File: src/rtl/bus_pkg.sv
// Shared system-bus definitions: address field layout, slave-select codes,
// responder FSM state encoding and a small offset range helper.
// No logic; imported by the responder, its interface and its store.
package bus_pkg;

  localparam int BUS_ADDR_W = 8;

  // Slave-select field driven by the address decoder.
  localparam int SEL_MSB = 6;
  localparam int SEL_LSB = 5;
  localparam logic [1:0] S0   = 2'b00;
  localparam logic [1:0] S1   = 2'b01;
  localparam logic [1:0] NONE = 2'b10;

  // Word offset field inside a slave's window.
  localparam int OFF_MSB = 4;
  localparam int OFF_LSB = 0;
  localparam int OFF_W   = OFF_MSB - OFF_LSB + 1;

  // Responder FSM encoding.
  localparam logic [1:0] IDLE = 2'd0;
  localparam logic [1:0] WAIT = 2'd1;
  localparam logic [1:0] ACK  = 2'd2;

  typedef enum logic [1:0] {
    ST_IDLE = IDLE,
    ST_WAIT = WAIT,
    ST_ACK  = ACK
  } state_e;

  // True when a word offset falls outside a store of the given depth.
  function automatic logic off_oor(input logic [OFF_W-1:0] off, input int depth);
    int v;
    v = int'(off);
    return (v >= depth);
  endfunction

endpackage

File: src/rtl/bus_slave_resp_if.sv
// Slave-side view of the shared system bus: request, write data and response.
// The master modport drives the request; the slave modport answers it.
// Handshake is request/acknowledge with a one-cycle ack pulse.
interface bus_slave_resp_if #(
  parameter int DATA_W = 32
);

  logic                          s_sel;
  logic                          s_req;
  logic                          s_wr;
  logic [bus_pkg::BUS_ADDR_W-1:0] s_addr;
  logic [DATA_W-1:0]             s_wdata;
  logic [DATA_W-1:0]             s_rdata;
  logic                          s_ack;
  logic                          s_err;
  logic                          s_busy;

  modport master (
    output s_sel, s_req, s_wr, s_addr, s_wdata,
    input  s_rdata, s_ack, s_err, s_busy
  );

  modport slave (
    input  s_sel, s_req, s_wr, s_addr, s_wdata,
    output s_rdata, s_ack, s_err, s_busy
  );

endinterface

File: src/rtl/bus_slave_mem.sv
// Word-addressed register store behind the bus responder.
// Write lands at the clock edge; read data is registered (one cycle).
// No backpressure: every enabled access completes in the cycle it is issued.
module bus_slave_mem #(
  parameter int DATA_W = 32,
  parameter int DEPTH  = 32,
  parameter int IDX_W  = 5
) (
  input  logic              clk,
  input  logic              reset,
  input  logic              i_wr_en,
  input  logic [IDX_W-1:0]  i_wr_idx,
  input  logic [DATA_W-1:0] i_wr_dat,
  input  logic              i_rd_en,
  input  logic [IDX_W-1:0]  i_rd_idx,
  input  logic              i_rd_zero,
  output logic [DATA_W-1:0] o_rd_dat
);

  logic [DATA_W-1:0] r_mem [DEPTH];
  logic [DATA_W-1:0] r_rd_dat;

  // Storage array and read register; reset clears every word and the read data.
  // An out-of-range read loads zero instead of touching the array.
  always_ff @(posedge clk) begin
    if (reset) begin
      for (int i = 0; i < DEPTH; i++) begin
        r_mem[i] <= '0;
      end
      r_rd_dat <= '0;
    end else begin
      if (i_wr_en) begin
        r_mem[i_wr_idx] <= i_wr_dat;
      end
      if (i_rd_en) begin
        r_rd_dat <= i_rd_zero ? '0 : r_mem[i_rd_idx];
      end
    end
  end

  assign o_rd_dat = r_rd_dat;

endmodule

File: src/rtl/bus_slave_resp.sv
// Bus slave responder: captures a selected request, waits WAIT_CYCLES, acks once.
// Latency: request sampled at end of cycle 0 -> s_ack in cycle WAIT_CYCLES+1.
// No new request is taken while busy; the next one is sampled the cycle after ACK.
module bus_slave_resp
  import bus_pkg::*;
#(
  parameter int DATA_W      = 32,
  parameter int DEPTH       = 32,
  parameter int WAIT_CYCLES = 2
) (
  input  logic              clk,
  input  logic              reset,
  bus_slave_resp_if.slave   bus
);

  localparam int         IDX_W     = (DEPTH > 1) ? $clog2(DEPTH) : 1;
  localparam logic [3:0] WAIT_LOAD = (WAIT_CYCLES == 0) ? 4'd0 : 4'(WAIT_CYCLES - 1);

  state_e              r_state;
  state_e              w_next;
  logic [3:0]          r_cnt;
  logic                r_wr;
  logic                r_oor;
  logic [OFF_W-1:0]    r_off;
  logic [DATA_W-1:0]   r_wdata;

  logic                w_start;
  logic [OFF_W-1:0]    w_off_in;
  logic                w_oor_in;
  logic                w_rd_en;
  logic [IDX_W-1:0]    w_rd_idx;
  logic                w_rd_zero;
  logic                w_wr_en;
  logic [DATA_W-1:0]   w_rd_dat;

  assign w_off_in = bus.s_addr[OFF_MSB:OFF_LSB];
  assign w_oor_in = off_oor(w_off_in, DEPTH);
  assign w_start  = (r_state == ST_IDLE) && bus.s_sel && bus.s_req;

  // State register; reset abandons any transaction in flight.
  always_ff @(posedge clk) begin
    if (reset) begin
      r_state <= ST_IDLE;
    end else begin
      r_state <= w_next;
    end
  end

  // Next-state decode: IDLE -> (WAIT) -> ACK -> IDLE.
  always_comb begin
    w_next = r_state;
    case (r_state)
      ST_IDLE: begin
        if (w_start) begin
          w_next = (WAIT_CYCLES == 0) ? ST_ACK : ST_WAIT;
        end
      end
      ST_WAIT: begin
        if (r_cnt == 4'd0) begin
          w_next = ST_ACK;
        end
      end
      ST_ACK:  w_next = ST_IDLE;
      default: w_next = ST_IDLE;
    endcase
  end

  // Request capture and wait counter; bus inputs are only looked at in IDLE.
  always_ff @(posedge clk) begin
    if (reset) begin
      r_cnt   <= 4'd0;
      r_wr    <= 1'b0;
      r_oor   <= 1'b0;
      r_off   <= '0;
      r_wdata <= '0;
    end else begin
      if (w_start) begin
        r_wr    <= bus.s_wr;
        r_oor   <= w_oor_in;
        r_off   <= w_off_in;
        r_wdata <= bus.s_wdata;
        r_cnt   <= WAIT_LOAD;
      end else if ((r_state == ST_WAIT) && (r_cnt != 4'd0)) begin
        r_cnt <= r_cnt - 4'd1;
      end
    end
  end

  // Read issue on the edge that enters ACK; with no wait states that edge is
  // also the capture edge, so the live bus offset is used instead of the latch.
  always_comb begin
    w_rd_en   = 1'b0;
    w_rd_idx  = r_off[IDX_W-1:0];
    w_rd_zero = r_oor;
    if ((WAIT_CYCLES == 0) && w_start && !bus.s_wr) begin
      w_rd_en   = 1'b1;
      w_rd_idx  = w_off_in[IDX_W-1:0];
      w_rd_zero = w_oor_in;
    end else if ((r_state == ST_WAIT) && (r_cnt == 4'd0) && !r_wr) begin
      w_rd_en   = 1'b1;
    end
  end

  // Writes commit at the edge that ends ACK, and only for in-range offsets.
  assign w_wr_en = (r_state == ST_ACK) && r_wr && !r_oor;

  bus_slave_mem #(
    .DATA_W (DATA_W),
    .DEPTH  (DEPTH),
    .IDX_W  (IDX_W)
  ) u_mem (
    .clk       (clk),
    .reset     (reset),
    .i_wr_en   (w_wr_en),
    .i_wr_idx  (r_off[IDX_W-1:0]),
    .i_wr_dat  (r_wdata),
    .i_rd_en   (w_rd_en),
    .i_rd_idx  (w_rd_idx),
    .i_rd_zero (w_rd_zero),
    .o_rd_dat  (w_rd_dat)
  );

  // All outputs decode registered state only.
  assign bus.s_rdata = w_rd_dat;
  assign bus.s_ack   = (r_state == ST_ACK);
  assign bus.s_err   = (r_state == ST_ACK) && r_oor;
  assign bus.s_busy  = (r_state != ST_IDLE);

endmodule

File: src/flat_wrapper.sv
// flat-port wrapper written by rule: the top's interface ports become plain ports
module bus_slave_resp_flat import bus_pkg::*;
#(
  parameter int DATA_W      = 32,
  parameter int DEPTH       = 32,
  parameter int WAIT_CYCLES = 2
)
  (clk, reset, bus_s_sel, bus_s_req, bus_s_wr, bus_s_addr, bus_s_wdata, bus_s_rdata, bus_s_ack, bus_s_err, bus_s_busy);
  bus_slave_resp_if #(.DATA_W(DATA_W)) bus_i ();
  input  logic clk;
  input  logic reset;
  input wire logic [$bits(bus_i.s_sel)-1:0] bus_s_sel;
  input wire logic [$bits(bus_i.s_req)-1:0] bus_s_req;
  input wire logic [$bits(bus_i.s_wr)-1:0] bus_s_wr;
  input wire logic [$bits(bus_i.s_addr)-1:0] bus_s_addr;
  input wire logic [$bits(bus_i.s_wdata)-1:0] bus_s_wdata;
  output wire logic [$bits(bus_i.s_rdata)-1:0] bus_s_rdata;
  output wire logic [$bits(bus_i.s_ack)-1:0] bus_s_ack;
  output wire logic [$bits(bus_i.s_err)-1:0] bus_s_err;
  output wire logic [$bits(bus_i.s_busy)-1:0] bus_s_busy;
  assign bus_i.s_sel = bus_s_sel;
  assign bus_i.s_req = bus_s_req;
  assign bus_i.s_wr = bus_s_wr;
  assign bus_i.s_addr = bus_s_addr;
  assign bus_i.s_wdata = bus_s_wdata;
  assign bus_s_rdata = bus_i.s_rdata;
  assign bus_s_ack = bus_i.s_ack;
  assign bus_s_err = bus_i.s_err;
  assign bus_s_busy = bus_i.s_busy;
  bus_slave_resp #(.DATA_W(DATA_W), .DEPTH(DEPTH), .WAIT_CYCLES(WAIT_CYCLES)) u_core (.clk(clk), .reset(reset), .bus(bus_i));
endmodule
File: config.mk
export PLATFORM = sky130hd
export DESIGN_NAME = bus_slave_resp_flat
export DESIGN_NICKNAME = d
export VERILOG_FILES = /design/src/rtl/bus_pkg.sv /design/src/rtl/bus_slave_resp_if.sv /design/src/rtl/bus_slave_mem.sv /design/src/rtl/bus_slave_resp.sv /design/src/flat_wrapper.sv
export SDC_FILE = /design/constraint.sdc
export NUM_CORES = 1
export LEC_CHECK = 0
export ABC_AREA = 1
export ABC_CLOCK_PERIOD_IN_PS = 2800
export BUFFER_PORTS_ARGS = -buffer_cell sky130_fd_sc_hd__buf_2
export CAP_MARGIN = 0
export CORE_ASPECT_RATIO = 0.75
export CORE_MARGIN = 1.5
export CORE_UTILIZATION = 40
export DETAILED_ROUTE_END_ITERATION = 10
export PLACE_DENSITY_LB_ADDON = 0.2
export RECOVER_POWER = 50
export SETUP_SLACK_MARGIN = 0.15
export SYNTH_ARGS = -nofsm -noshare
export SYNTH_HDL_FRONTEND = slang
export SYNTH_SLANG_ARGS = --single-unit
File: constraint.sdc
create_clock -name clk -period 2.8 [get_ports clk]
set_input_delay 0.14 -clock clk [delete_from_list [all_inputs] [get_ports clk]]
set_output_delay 0.14 -clock clk [all_outputs]
set_load 0.02 [all_outputs]
Word level (Yosys, flattened, before mapping)
Memory sizes are Yosys's and may differ from the RTL's. A register that Yosys moved wholly into a read port is not among the register bits.
Cells that the tools add are included.
{ "classes": {"addsub": 1, "eq_ne": 4, "mux": 14, "n_reduce_logical": 15} }
{ "op_table": {"columns": ["cell", "n"], "rows": [
  ["32-bit 2-to-1 mux", 1],
  ["32-bit OR reduction", 1],
  ["1-bit 2-to-1 mux", 9],
  ["1-bit logical AND", 6],
  ["5-bit 2-to-1 mux", 1],
  ["4-bit logical NOT", 1],
  ["2-bit 2-to-1 mux", 2],
  ["2-bit case mux with 2 select lines", 1],
  ["2-bit nonzero test", 2],
  ["4-bit nonzero test", 1],
  ["4-bit by 1-bit subtractor with 4-bit output (second input constant)", 1],
  ["2-bit by 1-bit == test with 1-bit output (second input constant)", 1],
  ["2-bit == test (second input constant)", 1],
  ["2-bit logical NOT", 1],
  ["2-bit by 1-bit != test with 1-bit output (second input constant)", 1],
  ["2-bit != test (second input constant)", 1],
  ["2-bit AND reduction", 1],
  ["2-bit OR reduction", 1],
  ["1-bit logical NOT", 1]
]} }
{ "totals": {"regBits": 44, "mem_bits_rw": 1024, "wordCells": 41, "mem_count": 1} }
{ "memory_table": {"columns": ["memory", "depth", "width", "rd", "rd_clocked_by_memory_dff", "wr", "line", "text"], "rows": [
  ["u_core.u_mem.r_mem", 32, 32, 1, 1, 32, "bus_slave_mem.sv:20", "logic [DATA_W-1:0] r_mem [DEPTH];"]
]} }

Logic depth before layout (Yosys ltp)
{ "depth": {"ltp_word": 7, "depth_mapped": 13, "depth_no_buf": 11} }

Cells and area by module
Synthesis repeated with hierarchy kept, for this count alone.
{ "unflattened": {"cells_unflattened": 5176, "hier_area_um2": 48949.4} }
{ "modules_own_cells": {"columns": ["mod", "instances", "cells_each", "area_per_inst_um2", "seq_area_each_um2"], "rows": [
  ["bus_slave_mem", 1, 4961, 47312.9, 31390.1],
  ["bus_slave_resp", 1, 215, 1636.6, 880.8]
]} }

Least setup slack after synthesis
Ideal clock, no wire load.
{ "synth_path": {"path_kind": "reg2reg", "start": "reg u_core.r_state[1]", "end": "mem u_core.u_mem.r_mem[11][0], enable pin", "setup_ns": 0.389, "arrival_time_ns": 2.378, "slack_ns": 0.032, "stages_incl_launch_ff": 8, "n_path_buf": 1, "synth_period_minus_slack_ns": 2.768, "path_cell_list": "dfxtp_1 inv_1 nor2_1 nand3_1 nor2_1 nand2_1 clkbuf_1 nand2_1"} }
{ "synth_lines": {"columns": ["element", "line", "text"], "rows": [
  ["start, declared", "bus_slave_resp.sv:19", "state_e r_state;"],
  ["start signal, assigned", "bus_slave_resp.sv:45", "r_state <= w_next;"],
  ["end, declared", "bus_slave_mem.sv:20", null]
]} }

==> metrics <==
CTS tree=built; Hold WC Path Type=input port to flip-flop; Critical Path Fanout Max=16; Worst Setup Start Kind=flip-flop; Tcrit/Tclk final=89.24%; clk_lat worst skew=700 ps; WL/cell=20.27 um; Synth Warn #=0; Row Count=111; final wirelength=147800 um; slew of the pin with the lowest slew margin=1013 ps; drt first pass iters=5; register bit total from synthesis=1100; vias per cell=5.063; RSZ-0062 raised after global routing=false; Total GRT Usage=23.33%; syn_area_per_cell=8.885 um2; maximum clock frequency=400.2 MHz; number of global-route vias before repair=34200; crit path time final=2499 ps; Syn Nets=5607; Slew Limit Fails=0; Worst Hold Depth=3; routed wl met2=65400 um; area grow syn2layout=12.99%; routability cong.=0.8363; Starting DRT DRC Count=4056; Cells after Synth=5561; initial antenna violation count=1; Cell variety after synth=20; WL met1=68020 um; pin count of the biggest net entering global routing=109; Req. time, crit path=3200 ps; outcome=completed; H-Tree Level Count=3; most frequent cells in the layout=nand2_1 (2553), nor2_1 (1158), edfxtp_1 (1024), buf_4 (118), clkbuf_16 (107); initial core utilization=40.38%; met3 wire len=10450 um; clock buffer count from CTS=107; worst-path cell chain=clkinv_1, nor3_2, nand2_1, nand2_2, buf_12; port bufs=75; max-cap viol count=0; first-pass GRT wire length=219200 um; postcts setup bufs=0; Slew HR=32.44%; hpwl dp=87980 um; Pleak=0.02303 uW; Highest Signal Layer=met4; commonest non-fill, non-tap cell in the layout=nand2_1; Pwr Total=36000 uW; n_diodes=0; area leader, netlist=edfxtp_1; Max IR drop VDD=473.1 uV; Top Ports=80; critical path capture point type=flip-flop; Reg clk slew, reported paths=70 ps; Die Wd=408.8 um; Synth top area share=62.24%; deepest clock path buffer count=3; residual DRC count=0; synth top area cells=edfxtp_1 (62%), nand2_1 (20%), nor2_1 (8.8%), dfxtp_1 (3.1%), clkbuf_1 (2.6%); Sink Count=1100; setup tns final=0 ps; Hold Fails Final Rpt=0; Final ANT Viol Nets=0; WS Path Type=flip-flop to flip-flop; Netlist Area Pre-Place=49410 um2; GR Overflow Total=0; Die Ht=307.4 um; Seq/Total Area, Yosys=65.32%; nets=5612; path depth of the worst reg2reg path=5; # setup viols final=0; Worst Path Arrival=2900 ps; WHS=65.92 ps; critical path's largest stage delay=760 ps; share of layout cells above drive strength 1=7.254%; Via Count=36910; Power Density=644.9 nW/um2; CP max stage cell=nor3_2; Clock Tree Root=clkbuf_16; core area=122400 um2; Die ar.=125700 um2; Clock Skew=15.57 ps
[power breakdown]
group	switching, uW	internal, uW	total, uW
clock network	6260	7790	14100
logic	2500	806	3310
registers	174	18500	18600
[cells in the mapped netlist (all sizes together)]
cell type / count
clkinv: 3
nand2: 2575
nor2: 1159
a21oi: 45
nand3: 105
o21ai: 43
conb: 1
ha: 1
dfxtp: 76
and3: 1
edfxtp: 1024
buf: 65
nor3: 13
inv: 107
clkbuf: 341
nand4: 2
[state kept, by name (all words and copies together) (netlist names)]
register / flops
u_core.r_wr: 1
u_core.r_off: 5
u_core.u_mem.o_rd_dat: 32
u_core.r_state: 2
u_core.u_mem.r_mem: 1024
u_core.r_wdata: 32
u_core.r_cnt: 4
[per-layer routing]
layer	GRT usage, %	vias to the layer above
met4	6.648	0
met3	3.489	197
met5	0	-
met1	34.87	17890
met2	35.16	1233
li1	-	17590
[kinds of logic after synthesis]
logic type / count (synthesis) / synth area share, %
and+or+nand+nor: 3855 / 29.71
AOI/OAI and AO/OA: 88 / 0.8914
other: 1 / 0.007590
adders and majority gates: 1 / 0.02532
buffers and inverters: 516 / 4.047
DFF: 1100 / 65.32
[worst paths after layout]
check / startpoint / endpoint / slack, ps
worst min-delay path: bus_s_req / u_core.r_wdata[24] / 70
worst min register to register: u_core.r_wdata[23] / u_core.r_wdata[23] / 460
worst max register to register: u_core.r_off[2] / u_core.u_mem.r_mem[12][24] / 300
worst max-delay path: u_core.r_off[2] / u_core.u_mem.r_mem[12][24] / 300
[what timing repair did]
action | CTS | global route
endpoints found under the hold margin | 38 | 0
gates resized for setup | 0 | 0
hold buffers | 38 | 0
[metrics by stage]
| step | cells | util, % | cell area (um2) | worst slack, ps |
|---|---|---|---|---|
| CTS | 7290 | 45.87 | 56120 | 423.4 |
| global placement | 7057 | 42.86 | 52440 | 456.5 |
| global route | 7290 | 45.62 | 55820 | 136.6 |
| detailed placement | 7057 | 42.86 | 52440 | 457.9 |
| floorplan | 5561 | - | 49490 | 322.0 |
| finish | 7290 | 45.62 | 55820 | 301.2 |
[critical path, delay by kind of cell (launching register included)]
kind / cells / cell delay, ps
buffers and inverters: 2 / 470
flip-flops: 1 / 340
AND/OR/NAND/NOR: 3 / 1370
[cell type report]
class	instances	area (um2)
Inverter	110	429.2
Clock inverter	35	271.5
Multi-Input combinational cell	3945	15250
Clock buffer	160	3027
Sequential cell	1100	32280
Fill cell	11700	66530
Timing Repair Buffer	302	2524
Tap cell	1638	2049
Note: power is estimated with default switching activity, not from simulation.
